===== src/rtl/shift_pattern_engine_if.sv =====
// Bus bundle for shift_pattern_engine: control inputs from buttons/switches and
// the LED-facing register outputs. The engine attaches through the slave modport;
// whatever drives the controls (board glue or a bench) uses the master modport.
interface shift_pattern_engine_if #(
  parameter int unsigned WIDTH = 5
);

  logic             EN;         // divider enable
  logic [1:0]       MODE;       // 00 shift, 01 rotate, 10 bounce, 11 hold
  logic             DIR;        // 0 toward MSB, 1 toward LSB
  logic             SER_IN;     // serial bit for shift mode
  logic             LOAD;       // parallel-load strobe
  logic [WIDTH-1:0] LOAD_DATA;  // parallel-load value
  logic [WIDTH-1:0] Q;          // register contents
  logic             TICK;       // one-cycle step pulse
  logic             WRAP;       // one-cycle completion / reversal strobe

  modport master (
    output EN,
    output MODE,
    output DIR,
    output SER_IN,
    output LOAD,
    output LOAD_DATA,
    input  Q,
    input  TICK,
    input  WRAP
  );

  modport slave (
    input  EN,
    input  MODE,
    input  DIR,
    input  SER_IN,
    input  LOAD,
    input  LOAD_DATA,
    output Q,
    output TICK,
    output WRAP
  );

endinterface


===== src/rtl/shift_pattern_engine.sv =====
// shift_pattern_engine: tick divider plus a WIDTH-bit pattern register with
// serial-shift, rotate, bounce (ping-pong) and hold step modes.
//
// A step is taken on the clock edge where the registered TICK is high, so Q moves
// one cycle after TICK rises. LOAD and RST are the only other ways Q changes.
//
// Build option: define SHIFT_PATTERN_SYNC_EN to route SER_IN, LOAD and MODE
// through two-flop synchronisers (two extra cycles of latency on those inputs),
// which makes raw button inputs safe. Without it those inputs are used directly
// and must already be synchronous to CLK.
module shift_pattern_engine #(
  parameter int unsigned      WIDTH     = 5,        // 2..32
  parameter int unsigned      DIV       = 2000000,  // cycles per tick, >= 2
  parameter logic [WIDTH-1:0] RESET_VAL = '0
) (
  input logic                   CLK,
  input logic                   RST,
  shift_pattern_engine_if.slave bus
);

  localparam int unsigned CntW  = $clog2(DIV);
  localparam int unsigned StepW = $clog2(WIDTH);

  localparam logic [CntW-1:0]  DivLast    = CntW'(DIV - 1);
  // Shift/rotate complete a full cycle after WIDTH steps; bounce reverses after
  // WIDTH-1 steps so the end bit is not shown twice.
  localparam logic [StepW-1:0] LineLast   = StepW'(WIDTH - 1);
  localparam logic [StepW-1:0] BounceLast = StepW'(WIDTH - 2);

  typedef enum logic [1:0] {
    ModeShift  = 2'b00,
    ModeRotate = 2'b01,
    ModeBounce = 2'b10,
    ModeHold   = 2'b11
  } mode_e;

  // Conditioned control inputs (synchronised or direct depending on the build)
  logic  ser_in;
  logic  load_in;
  mode_e mode_in;

  // Divider state
  logic [CntW-1:0]  div_cnt_q;
  logic             tick_q;

  // Step engine state
  logic [WIDTH-1:0] q_q;
  logic [StepW-1:0] step_cnt_q;
  logic             bdir_q;
  logic             wrap_q;
  mode_e            mode_q;

  // Step datapath
  logic [WIDTH-1:0] shl_ser;
  logic [WIDTH-1:0] shr_ser;
  logic [WIDTH-1:0] rot_l;
  logic [WIDTH-1:0] rot_r;
  logic [WIDTH-1:0] q_step;
  logic             step_active;
  logic             step_wrap;
  logic             mode_changed;

`ifdef SHIFT_PATTERN_SYNC_EN
  logic [1:0] ser_sync_q;
  logic [1:0] load_sync_q;
  logic [1:0] mode_sync0_q;
  logic [1:0] mode_sync1_q;

  // Two-flop synchronisers; MODE settles to hold so a reset never steps Q.
  always_ff @(posedge CLK) begin
    if (RST) begin
      ser_sync_q   <= 2'b00;
      load_sync_q  <= 2'b00;
      mode_sync0_q <= 2'b11;
      mode_sync1_q <= 2'b11;
    end else begin
      ser_sync_q   <= {ser_sync_q[0], bus.SER_IN};
      load_sync_q  <= {load_sync_q[0], bus.LOAD};
      mode_sync0_q <= bus.MODE;
      mode_sync1_q <= mode_sync0_q;
    end
  end

  assign ser_in  = ser_sync_q[1];
  assign load_in = load_sync_q[1];
  assign mode_in = mode_e'(mode_sync1_q);
`else
  assign ser_in  = bus.SER_IN;
  assign load_in = bus.LOAD;
  assign mode_in = mode_e'(bus.MODE);
`endif

  // Candidate next values for every step flavour, selected by mode and direction.
  always_comb begin
    shl_ser = {q_q[WIDTH-2:0], ser_in};
    shr_ser = {ser_in, q_q[WIDTH-1:1]};
    rot_l   = {q_q[WIDTH-2:0], q_q[WIDTH-1]};
    rot_r   = {q_q[0], q_q[WIDTH-1:1]};

    q_step = q_q;
    case (mode_in)
      ModeShift:  q_step = bus.DIR ? shr_ser : shl_ser;
      ModeRotate: q_step = bus.DIR ? rot_r : rot_l;
      // Bounce follows its own direction flag; DIR only matters at entry or LOAD.
      ModeBounce: q_step = bdir_q ? rot_r : rot_l;
      default:    q_step = q_q;
    endcase

    step_active  = (mode_in != ModeHold);
    mode_changed = (mode_in != mode_q);
    if (mode_in == ModeBounce) begin
      step_wrap = (step_cnt_q == BounceLast);
    end else begin
      step_wrap = (step_cnt_q == LineLast);
    end
  end

  // Free-running tick divider; EN low freezes the count and masks the tick.
  always_ff @(posedge CLK) begin
    if (RST) begin
      div_cnt_q <= '0;
      tick_q    <= 1'b0;
    end else if (bus.EN) begin
      if (div_cnt_q == DivLast) begin
        div_cnt_q <= '0;
        tick_q    <= 1'b1;
      end else begin
        div_cnt_q <= div_cnt_q + CntW'(1);
        tick_q    <= 1'b0;
      end
    end else begin
      tick_q <= 1'b0;
    end
  end

  // Step engine: LOAD beats a mode change, which beats a pending tick.
  always_ff @(posedge CLK) begin
    if (RST) begin
      q_q        <= RESET_VAL;
      step_cnt_q <= '0;
      bdir_q     <= 1'b0;
      wrap_q     <= 1'b0;
      mode_q     <= mode_in;
    end else begin
      mode_q <= mode_in;
      wrap_q <= 1'b0;
      if (load_in) begin
        q_q        <= bus.LOAD_DATA;
        step_cnt_q <= '0;
        bdir_q     <= bus.DIR;
      end else if (mode_changed) begin
        // The tick coinciding with a mode change is deliberately dropped.
        step_cnt_q <= '0;
        bdir_q     <= bus.DIR;
      end else if (tick_q && step_active) begin
        q_q <= q_step;
        if (step_wrap) begin
          step_cnt_q <= '0;
          wrap_q     <= 1'b1;
          if (mode_in == ModeBounce) begin
            bdir_q <= ~bdir_q;
          end
        end else begin
          step_cnt_q <= step_cnt_q + StepW'(1);
        end
      end
    end
  end

  assign bus.Q    = q_q;
  assign bus.TICK = tick_q;
  assign bus.WRAP = wrap_q;

endmodule


===== src/flat_wrapper.sv =====
// flat-port wrapper written by rule: the top's interface ports become plain ports
module shift_pattern_engine_flat 
#(
  parameter int unsigned      WIDTH     = 5,                
  parameter int unsigned      DIV       = 2000000,                          
  parameter logic [WIDTH-1:0] RESET_VAL = '0
)
  (CLK, RST, bus_EN, bus_MODE, bus_DIR, bus_SER_IN, bus_LOAD, bus_LOAD_DATA, bus_Q, bus_TICK, bus_WRAP);
  shift_pattern_engine_if #(.WIDTH(WIDTH)) bus_i ();
  input logic CLK;
  input logic RST;
  input wire logic [$bits(bus_i.EN)-1:0] bus_EN;
  input wire logic [$bits(bus_i.MODE)-1:0] bus_MODE;
  input wire logic [$bits(bus_i.DIR)-1:0] bus_DIR;
  input wire logic [$bits(bus_i.SER_IN)-1:0] bus_SER_IN;
  input wire logic [$bits(bus_i.LOAD)-1:0] bus_LOAD;
  input wire logic [$bits(bus_i.LOAD_DATA)-1:0] bus_LOAD_DATA;
  output wire logic [$bits(bus_i.Q)-1:0] bus_Q;
  output wire logic [$bits(bus_i.TICK)-1:0] bus_TICK;
  output wire logic [$bits(bus_i.WRAP)-1:0] bus_WRAP;
  assign bus_i.EN = bus_EN;
  assign bus_i.MODE = bus_MODE;
  assign bus_i.DIR = bus_DIR;
  assign bus_i.SER_IN = bus_SER_IN;
  assign bus_i.LOAD = bus_LOAD;
  assign bus_i.LOAD_DATA = bus_LOAD_DATA;
  assign bus_Q = bus_i.Q;
  assign bus_TICK = bus_i.TICK;
  assign bus_WRAP = bus_i.WRAP;
  shift_pattern_engine #(.WIDTH(WIDTH), .DIV(DIV), .RESET_VAL(RESET_VAL)) u_core (.CLK(CLK), .RST(RST), .bus(bus_i));
endmodule

===== config.mk =====
export PLATFORM = sky130hd
export DESIGN_NAME = shift_pattern_engine_flat
export DESIGN_NICKNAME = d
export VERILOG_FILES = /design/src/rtl/shift_pattern_engine_if.sv /design/src/rtl/shift_pattern_engine.sv /design/src/flat_wrapper.sv
export SDC_FILE = /design/constraint.sdc
export NUM_CORES = 1
export LEC_CHECK = 0
export ABC_AREA = 1
export BUFFER_PORTS_ARGS = -buffer_cell sky130_fd_sc_hd__clkbuf_2
export CORE_AREA = 4 4 72 74
export DETAILED_ROUTE_END_ITERATION = 8
export DIE_AREA = 0 0 76 78
export GPL_TIMING_DRIVEN = 0
export PLACE_DENSITY_LB_ADDON = 0.15
export SETUP_SLACK_MARGIN = 0.15
export SYNTH_ARGS = -nofsm -noshare
export SYNTH_HDL_FRONTEND = slang
export SYNTH_SLANG_ARGS = --single-unit

===== constraint.sdc =====
create_clock -name CLK -period 1.97 [get_ports CLK]
set_input_delay 0.591 -clock CLK [delete_from_list [all_inputs] [get_ports CLK]]
set_output_delay 0.591 -clock CLK [all_outputs]
set_load 0.05 [all_outputs]

==> impl_metrics.csv, run 1 <==
group,metric,value,unit
setup_path,start_kind,"input port",
timing,fin_crit_sh,86.2,%
placed_design,place_area,0.00212,mm2
setup_path,crit_start,"bus_MODE[0]",
die,die_area,0.00593,mm2
global_routing,grt_util_all_layers,15.0,%
placed_design,placedCellCount,375,
timing,hold_violations,0,
global_routing,grt_antenna_before_repair,0,
drt,dr.first_iter.drc_count,52,
status,status,"finished clean",
clock_tree,htreeDepth,2,
drt,routed-via-count,1877,
die,start_util,42.7,%
timing,rsz0062_at_grt,"false",
drt,drc,0,
die,core,0.00460,mm2
synthesis,ys_seq_area_share,34.6,%
setup_path,endpoint_kind,"flip-flop",
timing,fmax,589,MHz
hold_path,hp-class,"in -> reg",
drt,first_pass_iters,4,
drt,detail-route-antenna-nets,0,
die,dieHeight,78,um
placed_design,gp_congestion,0.924,
finish,fin_area,0.00224,mm2
timing,tightest_slew,0.478,ns
timing,finalClockSkew,0.00516,ns
drt,viasPerCell,4.89,
synthesis,avgSynthCellArea,6.49,um2
clock_tree,cts_made_buffers,5,
job,drv_cap,0,
hold_path,hold_depth,1,
clock_tree,cts_root_buffer,"clkbuf_8",
global_routing,overflow,0,
finish,drive_gt1_share,14.5,%
timing,maxSlewHeadroom,68.1,%
clock_tree,cts.sinks,34,
synthesis,synth_fp_nets,322,
setup_path,cp.arrival,1.88,ns
setup_path,worstSetupPathDepth,10,
clock_tree,clk_pin_slew,0.07,ns
drt,wl,4270,um
die,row_count,25,
die,io_pins,20,
finish,fin_cells,384,
setup_path,cp_data_required_time,2.16,ns
timing,fin_crit,1.70,ns
placed_design,dp_hpwl,3280,um
die,fp.dieW,76,um
setup_path,cp_top_family,"simple AND/OR/NAND/NOR gates",
finish,final_cell_mix,"66 x nand2_1, 44 x nor2_1, 42 x inv_1",
setup_path,path_cells,"clkbuf_2 -> inv_1 -> ha_2 -> inv_1 -> a21oi_1 -> nand3_2 -> nand2_4 -> nand2_1 -> a21oi_1 -> nor2_1",
synthesis,netlist_area,0.00197,mm2
finish,mostFrequentLayoutCell,"nand2_1",
finish,utilization,48.7,%
setup_path,crit_fanout,6,
global_routing,grt_max_degree,11,
setup_path,rr_worst_depth,10,
pwr,powerDensity,636,mW/mm2
synthesis,yosysUniqueCellTypes,29,
drt,avgRoutedWirePerCell,11.1,um
clock_tree,tritoncts,"yes",
finish,syn_to_final_growth,13.8,%
pwr,p_leak,0.000941,uW
clock_tree,clock_latency,0.29,ns
finish,diodes,0,
synthesis,synthCells,303,
clock_tree,cts_max_path_buffers,2,
placed_design,portBuffers,18,
setup_path,path_class,"in -> reg",
setup_path,critPathMaxStageDelay,0.23,ns
setup_path,r2r_start,"u_core.div_cnt_q[0]$_SDFFE_PP0P_",
synthesis,ys_ff_latch,34,
global_routing,grt_pass1_wl,7400,um
synthesis,yosys_warnings,0,
global_routing,grt_pass1_vias,1743,
timing,report.final.slew_viol_count,0,
hold_path,hp-start,"bus_MODE[1]",
timing,setup_viol,0,
setup_path,slowest_stage,"ha_2",
finish,final_nets,348,
setup_path,cp_num_buf_inv,3,
pwr,vdd_drop_max,0.365,mV
[layout make-up]
class,instances,area [um2]
tap,54,67.6
timing repair buffer,19,97.6
fill,484,2360
buffer,4,16.3
clock inverter,1,5.00
clock buffer,7,86.3
multi-input combinational,221,1120
sequential,34,681
inverter,44,168
[worst paths after layout]
path	slack (ns)	to
max	0.27	u_core.bus.Q[0]$_SDFFE_PP0P_
min	0.48	u_core.mode_q[1]$_DFF_P_
max reg2reg	0.47	u_core.div_cnt_q[18]$_SDFFE_PP0P_
min reg2reg	0.49	u_core.div_cnt_q[0]$_SDFFE_PP0P_
[synthesized netlist by cell type, drive strengths merged]
cell     n  area share, %
ha       6            3.8
nor4     1           0.32
clkbuf   3           0.57
a31oi    1           0.32
a211oi   1           0.38
nand2   69             14
nand3   29            7.9
xor2     3            1.3
dfxtp   34             35
a21oi   20            5.1
mux2i    1           0.51
nor3    11            3.1
o21ai   13            3.3
inv     44            8.5
nor2    50             11
o211ai   4            1.5
xnor2    3            1.3
or2      5            1.6
nand4    4            1.3
buf      1           0.25
[logic make-up (layout without fill, tap and decap cells)]
kind of cell             Yosys count  after routing  share of synthesized area (%)
AND/OR/NAND/NOR                  169            169                           38.4
buffers and inverters             48             75                           9.36
flip-flops                        34             34                           34.6
multiplexers                       1              1                          0.509
AO/OA/AOI/OAI                     39             39                           10.6
adder cells (fa/ha/maj)            6              6                           3.82
XOR/XNOR                           6              6                           2.67
[routing by layer]
layer  GRT usage [%]  up-vias  wire (um)
met4            6.76        0         89
met5               0        -          0
li1                -     1020          -
met2            25.3       31       1960
met3            4.06        8        189
met1            17.8      818       2030
[stage by stage]
step | hold WS [ns] | setup slack [ns] | power, uW | TNS [ns]
final | 0.476 | 0.273 | 1420 | 0
after global routing | 0.487 | 0.122 | 1480 | 0
after CTS | 0.472 | 0.208 | 1440 | 0
after detailed placement | 0.485 | -0.209 | 897 | -0.829
after global placement | 0.479 | -0.208 | 895 | -0.803
after floorplan | 0.465 | 0.286 | 847 | 0
[worst register-to-register path, stage by stage, from the launching register on]
cell and delay [ns]:
dfxtp_1 0.37, ha_1 0.20, nand2_1 0.10, inv_1 0.07, nand3_1 0.16, inv_1 0.14
nand2_1 0.08, nor2_1 0.11, nand3_1 0.08, nand2_1 0.07, nor2_1 0.04
[power breakdown]
part / leakage [uW] / total [uW] / switching [uW] / internal (uW)
Clock: 0.0000482 / 540 / 258 / 282
Combinational: 0.000617 / 167 / 111 / 55.5
Sequential: 0.000276 / 716 / 13.8 / 702
[state kept, by name (all words and copies together) (netlist names)]
signal and count:
u_core.bus.TICK 1, u_core.bus.WRAP 1, u_core.bdir_q 1, u_core.bus.Q 5
u_core.step_cnt_q 3, u_core.mode_q 2, u_core.div_cnt_q 21
[what timing repair did]
item | CTS | global route
gates resized for setup | 2 | 2
setup buffers | 0 | 1
hold buffers | 0 | 0
setup endpoints to repair | 2 | 6
Power figures use the tool's default switching activity.
==> inputs of run 2 (changes only) <==
--- a/config.mk
+++ b/config.mk
@@ -7,9 +7,11 @@
 export LEC_CHECK = 0
 export ABC_AREA = 1
 export BUFFER_PORTS_ARGS = -buffer_cell sky130_fd_sc_hd__clkbuf_2
-export CORE_AREA = 4 4 72 74
+export CELL_PAD_IN_SITES_DETAIL_PLACEMENT = 0
+export CELL_PAD_IN_SITES_GLOBAL_PLACEMENT = 1
+export CORE_AREA = 4 4 75 77
 export DETAILED_ROUTE_END_ITERATION = 8
-export DIE_AREA = 0 0 76 78
+export DIE_AREA = 0 0 79 81
 export GPL_TIMING_DRIVEN = 0
 export PLACE_DENSITY_LB_ADDON = 0.15
 export SETUP_SLACK_MARGIN = 0.15
==> run 2 against run 1 <==
  * Combinational power is essentially flat
  * Critical endpoint unchanged
  * Maximum frequency down 1.9%
  * Non-clock buffer count fell by 1
  * Largest cell class unchanged
  * Clock skew down 0.0023 ns
  * Routed wire length is 5.6% higher
  * Final area rose by 0.22%
  * Cell count grew 3.9%
  * Hold slack improved by 0.014 ns
  * Clock-buffer cell count stayed put
  * Critical path depth did not move
==> impl_metrics.csv, run 2 (synthesis results as in run 1) <==
group,metric,value,unit
timing,setup_viol,0,
drt,dr.first_iter.drc_count,61,
finish,register_area,681,um2
setup_path,cp.arrival,1.91,ns
global_routing,overflow,0,
timing,finalSetupTns,0,ns
die,core,0.00501,mm2
global_routing,grt_max_degree,11,
die,row_count,26,
die,fp.dieW,79,um
finish,nFillCells,579,
clock_tree,cts_hold_buffers,0,
hold_path,hold_depth,1,
timing,report.final.slew_viol_count,0,
timing,rsz0062_at_grt,"true",
clock_tree,tritoncts,"yes",
finish,largest_register_ffs,21,
clock_tree,clk_pin_slew,0.07,ns
setup_path,cp_data_required_time,2.14,ns
finish,mostFrequentLayoutCell,"nand2_1",
die,start_util,39.2,%
timing,fmax,578,MHz
clock_tree,cts.sinks,34,
die,dieHeight,81,um
status,status,"finished clean",
timing,tightest_slew,0.458,ns
die,io_pins,20,
timing,fin_crit,1.73,ns
setup_path,endpoint_kind,"flip-flop",
drt,routed-via-count,1847,
pwr,powerDensity,631,mW/mm2
drt,viasPerCell,4.63,
global_routing,grt_pass1_vias,1772,
setup_path,path_class,"in -> reg",
drt,first_pass_iters,4,
finish,diodes,0,
drt,detail-route-antenna-nets,0,
timing,fin_crit_sh,87.9,%
finish,utilization,44.8,%
finish,fin_area,0.00224,mm2
clock_tree,cts_root_buffer,"clkbuf_8",
die,die_area,0.00640,mm2
timing,hold_violations,0,
setup_path,critPathMaxStageDelay,0.24,ns
placed_design,dp_hpwl,3510,um
timing,finalClockSkew,0.00285,ns
finish,drive_gt1_share,14.0,%
global_routing,busiest_layer,"met2",
setup_path,start_kind,"input port",
setup_path,path_cells,"clkbuf_2 -> inv_1 -> ha_1 -> inv_1 -> a21oi_1 -> nand3_2 -> nand2_2 -> nand2_1 -> a21oi_1 -> nor2_1",
finish,final_nets,347,
finish,final_cell_mix,"66 x nand2_1, 44 x nor2_1, 42 x inv_1",
drt,wl,4500,um
hold_path,hp-class,"in -> reg",
setup_path,crit_fanout,6,
clock_tree,clock_latency,0.28,ns
placed_design,place_area,0.00214,mm2
drt,drc,0,
finish,top_register,"u_core.div_cnt_q",
drt,avgRoutedWirePerCell,11.3,um
global_routing,grt_util_all_layers,15.6,%
pwr,total_power,1410,uW
pwr,p_leak,0.000938,uW
clock_tree,htreeDepth,2,
global_routing,grt_pass1_wl,7860,um
global_routing,met2_usage,27.1,%
placed_design,gp_congestion,0.812,
job,drv_cap,0,
setup_path,rr_worst_depth,8,
finish,syn_to_final_growth,14.1,%
global_routing,grt_antenna_before_repair,0,
clock_tree,cts_made_buffers,5,
finish,multiInputGateArea,0.00111,mm2
setup_path,slowest_stage,"ha_1",
timing,maxSlewHeadroom,69.5,%
global_routing,grt.met1_usage,18.5,%
placed_design,portBuffers,18,
global_routing,grt_util_met3,4.32,%
clock_tree,cts_max_path_buffers,2,
pwr,vdd_drop_max,0.353,mV
-- run 2: cell count changes in the layout (fill, tap and decap cells not counted), sizes merged --
cell and delta:
buf -1
-- run 2: timing repair --
item | CTS | global route
pin swaps | 0 | 0
setup buffers | 0 | 0
endpoints found under the setup margin | 1 | 7
gates resized for setup | 1 | 2
-- run 2: layout make-up --
type | instances | area share (%)
buffer | 4 | 0.725
clock buffer | 7 | 3.85
clock inverter | 1 | 0.223
inverter | 44 | 7.48
multi-input combinational | 221 | 49.4
sequential | 34 | 30.4
tap | 70 | 3.91
timing repair buffer | 18 | 4.02
-- run 2: worst paths after layout --
path / startpoint / to / slack, ns
hold reg to reg: u_core.div_cnt_q[0]$_SDFFE_PP0P_ / u_core.div_cnt_q[0]$_SDFFE_PP0P_ / 0.50
setup / recovery: bus_MODE[0] / u_core.bus.Q[0]$_SDFFE_PP0P_ / 0.24
setup reg to reg: u_core.div_cnt_q[0]$_SDFFE_PP0P_ / u_core.div_cnt_q[10]$_SDFFE_PP0P_ / 0.42
hold / removal: bus_MODE[0] / u_core.mode_q[0]$_DFF_P_ / 0.49
-- run 2: worst max-delay path: cells and delay by family --
kind	cells	cell delay [ns]
and+or+nand+nor	4	0.43
adders and majority gates	1	0.24
AOI/OAI and AO/OA	2	0.31
buffers and inverters	3	0.33
-- run 2: where the power goes --
group	total (uW)	switching, uW	leakage [uW]	internal (uW)
combinational	168	113	0.000614	54.8
sequential	716	13.7	0.000276	702
clock	531	249	0.0000482	282
-- run 2: routing by layer --
layer  up-vias  share of wire, %
met5         -                 0
met4         0              0.84
met3         4               4.2
met2        31                48
met1       790                47
li1       1022                 -
-- run 2: per-stage QoR --
stage | setup slack [ns] | hold WS, ns | cells
finish | 0.239 | 0.490 | 399
global route | 0.0775 | 0.473 | 399
CTS | 0.174 | 0.480 | 399
detailed placement | -0.159 | 0.488 | 391
global placement | -0.198 | 0.484 | 391
floorplan | 0.286 | 0.465 | 303
